**config.mk**
```make
export PLATFORM = sky130hd
export DESIGN_NAME = gsplat_tile_dispatcher
export DESIGN_NICKNAME = d
export VERILOG_FILES = /design/src/rtl/gsplat_tile_dispatcher.sv
export SDC_FILE = /design/constraint.sdc
export NUM_CORES = 1
export LEC_CHECK = 0
export ABC_AREA = 1
export BUFFER_PORTS_ARGS = -buffer_cell sky130_fd_sc_hd__buf_4
export CORE_MARGIN = 3
export CORE_UTILIZATION = 42
export CTS_BUF_LIST = sky130_fd_sc_hd__clkbuf_16
export DETAILED_ROUTE_END_ITERATION = 7
export HOLD_SLACK_MARGIN = 0.02
export PLACE_DENSITY = 0.71
export SETUP_SLACK_MARGIN = 0.2
export SLEW_MARGIN = 40
export SYNTH_ARGS = -nofsm -noshare
export SYNTH_HDL_FRONTEND = slang
export SYNTH_SLANG_ARGS = --single-unit
```
**constraint.sdc**
```tcl
create_clock -name clk -period 4.9 [get_ports clk]
set_clock_uncertainty 0.15 [all_clocks]
set_input_delay 0.245 -clock clk [delete_from_list [all_inputs] [get_ports clk]]
set_output_delay 0.245 -clock clk [all_outputs]
set_load 0.05 [all_outputs]
```
**src/rtl/gsplat_tile_dispatcher.sv**
```systemverilog
`default_nettype none
// ============================================================================
// Module      : gsplat_tile_dispatcher
// Description : Walks a packed tile list in DDR3 and feeds gsplat_core one
//               tile at a time. It reads each 2-qword tile header, derives
//               px/py/splat_count and the address of the next header, and
//               pulses tile_start. The next header is prefetched while the
//               core rasterizes the current tile.
// Options     : GSPLAT_DISPATCH_PERF_EN adds the perf_stall_cycles and
//               perf_fetch_wait counter outputs.
// Revision    : 1.0 - initial release
// ============================================================================
module gsplat_tile_dispatcher #(
  parameter int HDR_BURST    = 2,
  parameter int SPLAT_QWORDS = 4
) (
  input  logic        clk,
  input  logic        reset_n,
  input  logic        start,
  input  logic [28:0] list_base,
  input  logic [15:0] tile_count,
  input  logic [28:0] fb_base_in,
  output logic        done,
  output logic        busy,
  output logic [28:0] rd_addr,
  output logic [7:0]  rd_burstcnt,
  output logic        rd_req,
  input  logic        rd_ack,
  input  logic [63:0] rd_data,
  input  logic        rd_data_valid,
  output logic        tile_start,
  output logic [28:0] tile_addr,
  output logic [15:0] tile_px,
  output logic [15:0] tile_py,
  output logic [31:0] tile_splat_count,
  output logic [28:0] fb_base,
`ifdef GSPLAT_DISPATCH_PERF_EN
  output logic [31:0] perf_stall_cycles,
  output logic [31:0] perf_fetch_wait,
`endif
  input  logic        tile_done,
  input  logic        core_busy
);

  localparam logic [2:0] S_IDLE       = 3'd0;
  localparam logic [2:0] S_FETCH_REQ  = 3'd1;
  localparam logic [2:0] S_FETCH_DATA = 3'd2;
  localparam logic [2:0] S_DISPATCH   = 3'd3;
  localparam logic [2:0] S_WAIT_LAST  = 3'd4;
  localparam logic [2:0] S_FINISH     = 3'd5;

  localparam logic [7:0] C_BURST     = 8'(HDR_BURST);
  localparam logic [7:0] C_LAST_BEAT = 8'(HDR_BURST - 1);

  logic [2:0]  r_state, w_next_state;
  logic [28:0] r_fetch_addr;
  logic [15:0] r_fetch_left, r_disp_left;
  logic [7:0]  r_beat;
  logic        r_buf_valid;
  logic [28:0] r_buf_addr;
  logic [15:0] r_buf_px, r_buf_py;
  logic [31:0] r_buf_count;
  logic        r_outstanding;
  logic        r_tile_start;
  logic [28:0] r_tile_addr;
  logic [15:0] r_tile_px, r_tile_py;
  logic [31:0] r_tile_count;
  logic [28:0] r_fb_base;
  logic        r_done;

  logic        w_start_ok;
  logic        w_beat;
  logic        w_last_beat;
  logic        w_dispatch;
  logic        w_busy;
  logic [31:0] w_hdr_count;
  logic [28:0] w_next_addr;

  assign w_start_ok  = (r_state == S_IDLE) && start;
  assign w_beat      = (r_state == S_FETCH_DATA) && rd_data_valid;
  assign w_last_beat = w_beat && (r_beat == C_LAST_BEAT);
  assign w_dispatch  = (r_state == S_DISPATCH) && r_buf_valid && !core_busy && !r_outstanding;
  // With a single-beat header the count is still on the bus when the address advances.
  assign w_hdr_count = (r_beat == 8'd0) ? rd_data[63:32] : r_buf_count;
  // Splats are stored inline after the header, so the next header follows them.
  assign w_next_addr = r_fetch_addr + 29'(HDR_BURST) + 29'(w_hdr_count * 32'(SPLAT_QWORDS));

  // State register.
  always_ff @(posedge clk or negedge reset_n) begin
    if (!reset_n) r_state <= S_IDLE;
    else          r_state <= w_next_state;
  end

  // Next-state logic for the list walk.
  always_comb begin
    w_next_state = r_state;
    case (r_state)
      S_IDLE:       if (start) w_next_state = (tile_count == 16'd0) ? S_FINISH : S_FETCH_REQ;
      S_FETCH_REQ:  if (rd_ack) w_next_state = S_FETCH_DATA;
      S_FETCH_DATA: if (w_last_beat) w_next_state = S_DISPATCH;
      S_DISPATCH:   if (w_dispatch) w_next_state = (r_fetch_left != 16'd0) ? S_FETCH_REQ : S_WAIT_LAST;
      S_WAIT_LAST:  if (tile_done && r_outstanding && (r_disp_left == 16'd0)) w_next_state = S_FINISH;
      S_FINISH:     w_next_state = S_IDLE;
      default:      w_next_state = S_IDLE;
    endcase
  end

  // Output decode: read request is held for the whole FETCH_REQ state.
  always_comb begin
    rd_req      = (r_state == S_FETCH_REQ);
    rd_addr     = (r_state == S_FETCH_REQ) ? r_fetch_addr : 29'd0;
    rd_burstcnt = (r_state == S_FETCH_REQ) ? C_BURST : 8'd0;
    w_busy      = (r_state == S_FETCH_REQ) || (r_state == S_FETCH_DATA) ||
                  (r_state == S_DISPATCH)  || (r_state == S_WAIT_LAST);
    busy             = w_busy;
    done             = r_done;
    tile_start       = r_tile_start;
    tile_addr        = r_tile_addr;
    tile_px          = r_tile_px;
    tile_py          = r_tile_py;
    tile_splat_count = r_tile_count;
    fb_base          = r_fb_base;
  end

  // Walk datapath: fetch pointer, header buffer, dispatched tile and handshakes.
  always_ff @(posedge clk or negedge reset_n) begin
    if (!reset_n) begin
      r_fetch_addr  <= '0;
      r_fetch_left  <= '0;
      r_disp_left   <= '0;
      r_beat        <= '0;
      r_buf_valid   <= 1'b0;
      r_buf_addr    <= '0;
      r_buf_px      <= '0;
      r_buf_py      <= '0;
      r_buf_count   <= '0;
      r_outstanding <= 1'b0;
      r_tile_start  <= 1'b0;
      r_tile_addr   <= '0;
      r_tile_px     <= '0;
      r_tile_py     <= '0;
      r_tile_count  <= '0;
      r_fb_base     <= '0;
      r_done        <= 1'b0;
    end else begin
      r_done       <= (r_state == S_FINISH);
      r_tile_start <= w_dispatch;
      if (w_start_ok) begin
        r_fb_base    <= fb_base_in;
        r_fetch_addr <= list_base;
        r_fetch_left <= tile_count;
        r_disp_left  <= tile_count;
        r_beat       <= '0;
        r_buf_valid  <= 1'b0;
      end
      if (w_beat) begin
        if (r_beat == 8'd0) begin
          r_buf_addr  <= r_fetch_addr;
          r_buf_px    <= rd_data[15:0];
          r_buf_py    <= rd_data[31:16];
          r_buf_count <= rd_data[63:32];
          r_buf_valid <= 1'b1;
        end
        if (w_last_beat) begin
          r_beat       <= '0;
          r_fetch_addr <= w_next_addr;
          r_fetch_left <= r_fetch_left - 16'd1;
        end else begin
          r_beat <= r_beat + 8'd1;
        end
      end
      if (w_dispatch) begin
        r_tile_addr  <= r_buf_addr;
        r_tile_px    <= r_buf_px;
        r_tile_py    <= r_buf_py;
        r_tile_count <= r_buf_count;
        r_buf_valid  <= 1'b0;
        r_disp_left  <= r_disp_left - 16'd1;
      end
      // A dispatch in the same cycle as tile_done keeps the new tile outstanding.
      if (w_dispatch)     r_outstanding <= 1'b1;
      else if (tile_done) r_outstanding <= 1'b0;
    end
  end

`ifdef GSPLAT_DISPATCH_PERF_EN
  logic [31:0] r_perf_stall, r_perf_wait;

  // Saturating stall / fetch-wait counters, cleared on every accepted start.
  always_ff @(posedge clk or negedge reset_n) begin
    if (!reset_n) begin
      r_perf_stall <= '0;
      r_perf_wait  <= '0;
    end else if (w_start_ok) begin
      r_perf_stall <= '0;
      r_perf_wait  <= '0;
    end else begin
      if ((r_state == S_DISPATCH) && r_buf_valid && (core_busy || r_outstanding) &&
          (r_perf_stall != 32'hFFFF_FFFF))
        r_perf_stall <= r_perf_stall + 32'd1;
      if (w_busy && !core_busy && !r_buf_valid && (r_perf_wait != 32'hFFFF_FFFF))
        r_perf_wait <= r_perf_wait + 32'd1;
    end
  end

  assign perf_stall_cycles = r_perf_stall;
  assign perf_fetch_wait   = r_perf_wait;
`endif

endmodule
`default_nettype wire

```
# After elaboration in Yosys (flattened, before gate mapping)
# Index checks and enable logic that the tools add are counted.
[totals]
ff_bits = 291
in_bits = 145
out_inout_bits = 163
wordCells = 86
[classes]
addsub = 5
eq_ne = 11
muxes = 28
n_reduce_logical = 23
[ops]
columns = ["cell", "count"]
rows = [
  ["two-way mux 29 bit", 4],
  ["two-way mux 16 bit", 5],
  ["logical NOT 16 bit", 2],
  ["subtractor 16 x 1 -> 16 bit (second input constant)", 2],
  ["adder 29 x 2 -> 29 bit (second input constant)", 1],
  ["adder 29 bit", 1],
  ["two-way mux 27 bit", 1],
  ["two-way mux 8 bit", 3],
  ["two-way mux 3 bit", 7],
  ["nonzero test 16 bit", 1],
  ["one-hot mux 3 bit (5 select lines)", 1],
  ["adder 8 x 1 -> 8 bit (second input constant)", 1],
  ["equality test 8 x 1 -> 1 bit (second input constant)", 1],
  ["logical AND 1 bit", 8],
  ["logical NOT 8 bit", 1],
  ["!= test 2 bit (second input constant)", 4],
  ["equality test 3 x 2 -> 1 bit (second input constant)", 2],
  ["equality test 3 bit (second input constant)", 2],
  ["two-way mux 1 bit", 6],
  ["nonzero test 2 bit", 3],
  ["AND reduction 5 bit", 1],
  ["equality test 3 x 1 -> 1 bit (second input constant)", 1],
  ["logical NOT 3 bit", 1],
  ["logical OR 1 bit", 3],
  ["other kinds (4)", 5],
]

# Longest topological paths before layout
[depth]
depth_word = 6
mapped_depth = 21
depth_no_buf = 20

# Worst setup path after synthesis
# No wires, ideal clock.
[synth_path]
path_kind = "flip-flop to flip-flop"
start = "reg r_beat[0]"
end = "reg r_fetch_addr[17]"
setup_time_ns = 0.077
arrival_ns = 2.431
required_ns = 4.673
setup_slack_ns = 2.241
stages_incl_launch_ff = 19
path_buffers = 1
period_less_slack_ns = 2.659
path_cell_list = "dfrtp_1 -> inv_1 -> ha_1 -> nand3_1 -> inv_1 -> nand2_1 -> clkbuf_1 -> nand2_1 -> o21ai_0 -> ha_1 -> nand2_1 -> inv_1 -> a21oi_1 -> nor2_1 -> nor2_1 -> nand3_1 -> nand2_1 -> nor2_1 -> a21oi_1"
[synth_between]
elab_chain_len = 5
word_cells_on_any_way = 7
cone_classes = "add/sub (1); eq/ne (1); mux (3); reduce/logical (2)"
[synth_rtl]
columns = ["element", "line_no", "source"]
rows = [
  ["start: declaration", "58", "logic [7:0] r_beat;"],
  ["start signal: assignment", "169", "r_beat <= r_beat + 8'd1;"],
  ["logical NOT 8 bit", "84", "assign w_hdr_count = (r_beat == 8'd0) ? rd_data[63:32] : r_buf_count;"],
  ["two-way mux 27 bit", "--", ""],
  ["named net w_hdr_count[9]", "76", "logic [31:0] w_hdr_count;"],
  ["adder 29 bit", "86", "assign w_next_addr = r_fetch_addr + 29'(HDR_BURST) + 29'(w_hdr_count * 32'(SPLAT_QWORDS));"],
  ["two-way mux 29 bit", "164", "if (w_last_beat) begin"],
  ["two-way mux 29 bit", "156", "if (w_beat) begin"],
  ["end signal: assignment", "150", "r_fetch_addr <= list_base;"],
  ["end signal: assignment", "166", "r_fetch_addr <= w_next_addr;"],
  ["end: declaration", "56", "logic [28:0] r_fetch_addr;"],
]
# The timed path passes the listed nets, and every way through them passes these cells.
# A chain may end at the register's enable or synchronous reset.

# Worst setup path after layout
[layout_path]
start = "reg r_beat[0]"
end = "reg r_fetch_addr[18]"
# Same word-level chain as after synthesis.

==> impl_metrics.ini <==
[outcome]
status = complete, no violations

[global_route]
overflow = 0
grt_pass1_vias = 14000
use_met2_pct = 38.3
top_usage_layer = met2
grt_pass1_wl_um = 74300
grt.total_usage_pct = 24.2
grtUsageMet1_pct = 33.9
antenna_found_initial = 3
globalRouteMet3Util_pct = 4.40
grt_max_degree = 106

[power]
seqPwrFrac_pct = 28.4
p_total_mw = 14.7
cellLeakagePower_nw = 10.6
p_clk_share_pct = 16.3
switching_share_pct = 50.3
power_per_cell_area_nw_per_um2 = 746
comb_power_share_pct = 55.3
power.internal_mw = 7.33
vdd_drop_max_mv = 0.434
switchingPower_mw = 7.41

[floorplan]
die_width_um = 194
core_area_um2 = 34600
initial_core_util_pct = 42.7
row_count = 68
dieArea_um2 = 37500
fp.dieH_um = 194
io_pins = 308

[cts]
cts.reportedPaths.clkPinSlew_ps = 60
clock_latency_ps = 520
clock-sinks = 291
cts_tree = yes
post_cts_buffers = 0
cts_buffers = 34
clock-root-buffer = clkbuf_16
cts_buffer_depth = 3
cts_max_level = 2

[sta]
hold_viol = 0
slew_viol_final = 0
setup_tns_ps = 0
rsz0062_at_grt = no
relSlewSlack_pct = 51.7
timing.final.crit_share_pct = 77.1
max_freq_ghz = 0.265
max_slew.worst_pin.slew_ps = 724
fin_ws_ps = 1120
finalCriticalPeriod_ps = 3780
setup_viol_count_final = 0

[yosys]
synth_area_leaders = dfrtp_1 (49%), nand2_1 (17%), inv_1 (5.8%)
netlist_instances = 1927
synth_cell_types = 45
syn_avg_cell_area_um2 = 7.68
yosysSeqAreaShare_pct = 49.2
synth_commonest_cells = nand2_1 (689), dfrtp_1 (291), inv_1 (230), nor2_1 (168), o21ai_0 (98)
dominantRegCellSynth = dfrtp_1
synth_edf_count = 0
syn-cell-area_um2 = 14800
async_reset_ff_share_pct = 100
synth_warnings = 0
synth.top_cell.area_share_pct = 49.2
yosysMostFrequentCell = nand2_1
synth_area_leader_cell = dfrtp_1
synth_seq_cells = 291

[worst_hold_path]
hold_class = in2async

[layout]
layout-drive-gt1-share_pct = 16.2
area_growth_pct = 33.6
nets = 2517

[critical_path]
cp-start-kind = flop
critPathKind = reg2reg
cp_data_arrival_time_ps = 4030
end_kind = flop
cp.required_ps = 5150
path_max_fanout = 35

[routing]
drtIter0Drc = 1147
drtPass1Iterations = 5
vias_per_cell = 5.06
drt-total-wl_um = 46500
num_vias = 14200
wl_per_cell_um = 16.5
drc_errors = 0
postRouteAntennaNets = 0

[place]
port_buffers = 300
dpl.hpwl_um = 32000
gp_congestion = 0.945
pre_cts_slack_ps = 1170

[flow_run]
maxCapViolCount = 0
[cell type report]
type / instances / area, µm²
diodes: 2 / 5.00
flip-flops and latches: 291 / 7280
multi-input cells: 1322 / 6130
repair buffers: 454 / 3850
clock buffers: 35 / 876
clock inverters: 20 / 165
inverters: 237 / 897
fillers: 3064 / 14900
well taps: 455 / 569
[timing repair]
action                                 CTS  global route
endpoints found under the hold margin  273             0
gates resized for setup                  0             0
hold buffers                           143             0
[flip-flops by register name (all words and copies together) (netlist names)]
name,count
tile_px,16
r_beat,8
tile_addr,29
tile_start,1
r_state,3
r_buf_px,16
r_fetch_left,16
r_fetch_addr,29
fb_base,29
done,1
r_buf_addr,29
tile_splat_count,32
tile_py,16
r_disp_left,16
r_buf_count,32
r_buf_valid,1
r_buf_py,16
r_outstanding,1
[cell families (layout without fill, tap and decap cells)]
family | Yosys count | count (layout) | share of synthesized area (%)
compound gates | 300 | 300 | 11.3
xor+xnor | 19 | 19 | 1.12
fa+ha+maj | 32 | 32 | 2.76
buf+inv | 320 | 746 | 9.59
flops | 291 | 291 | 49.2
other cells | 1 | 9 | 0.0253
simple gates | 964 | 964 | 26.0
[through the flow]
stage | hold slack, ps | instances | util (%) | instance area, µm²
after floorplan | -201 | 1933 | - | 14800
after global placement | 250 | 2613 | 49.7 | 17200
after CTS | 56.6 | 2813 | 57.0 | 19700
after detailed placement | 38.7 | 2615 | 49.9 | 17300
final | 87.3 | 2816 | 57.1 | 19800
after global routing | 124 | 2816 | 57.1 | 19800
[layer usage]
layer / routed length (µm) / part of all wire (%) / vias to the layer above
li1: - / - / 6872
met1: 20400 / 44 / 6668
met2: 21000 / 45 / 576
met3: 3400 / 7.3 / 127
met4: 1670 / 3.6 / 2
met5: 13 / 0.028 / -
[cell usage in the layout, fill, tap and decap left out, drive strengths merged, types with 3 or more instances in the layout]
| cell type | netlist | routed |
|---|---|---|
| xor2 | 17 | 17 |
| and2 | 4 | 4 |
| a32oi | 8 | 8 |
| nor3 | 13 | 13 |
| inv | 236 | 244 |
| ha | 31 | 31 |
| nand2 | 693 | 693 |
| o21bai | 3 | 3 |
| clkinv | 1 | 9 |
| a21oi | 86 | 86 |
| dlygate4sd3 | 0 | 143 |
| o211ai | 20 | 20 |
| buf | 58 | 311 |
| o311ai | 3 | 3 |
| a31oi | 5 | 5 |
| o22ai | 7 | 7 |
| clkbuf | 25 | 35 |
| dfrtp | 291 | 291 |
| nand3 | 58 | 58 |
| nand4 | 11 | 11 |
| conb | 1 | 7 |
| nor2 | 173 | 173 |
| nand3b | 5 | 5 |
| o21ai | 161 | 161 |
| nor4 | 6 | 6 |
[power groups by stage]
stage	clock network, mW	registers (mW)	logic, mW
2_1_floorplan	0	5.54	4.23
3_3_place_gp	0	4.17	7.87
3_5_place_dp	0	4.18	7.99
4_1_cts	2.47	4.16	8.11
5_1_grt	2.56	4.30	8.94
6_report	2.40	4.18	8.16
[final timing paths]
kind,to,slack (ps),depth (start not counted),from
setup / recovery,r_fetch_addr[18]$_DFF_PN0_,1120,16,r_beat[0]$_DFFE_PN0P_
hold / removal,tile_py[3]$_DFFE_PN0P_,90,2,reset_n
setup reg to reg,r_fetch_addr[18]$_DFF_PN0_,1120,16,r_beat[0]$_DFFE_PN0P_
hold reg to reg,r_fetch_left[0]$_DFF_PN0_,300,1,r_fetch_left[0]$_DFF_PN0_
max in group asynchronous,r_buf_count[0]$_DFFE_PN0P_,3240,4,reset_n
min in group clk,r_state[0]$_DFFE_PN0P_,100,6,core_busy
[critical path, stage by stage (launching register included)]
cell and delay, ps:
dfrtp_1 400, inv_1 120, ha_1 160, nand3_1 90
inv_1 70, nand2_2 390, o21ai_0 700, ha_1 320
nand2_1 140, nor2_1 330, nand3_1 160, nand3_1 230
nand3_1 140, nand3_1 90, nand2_1 50, nand2_1 50
nand2_1 60
Note: power is estimated with default switching activity, not from simulation.
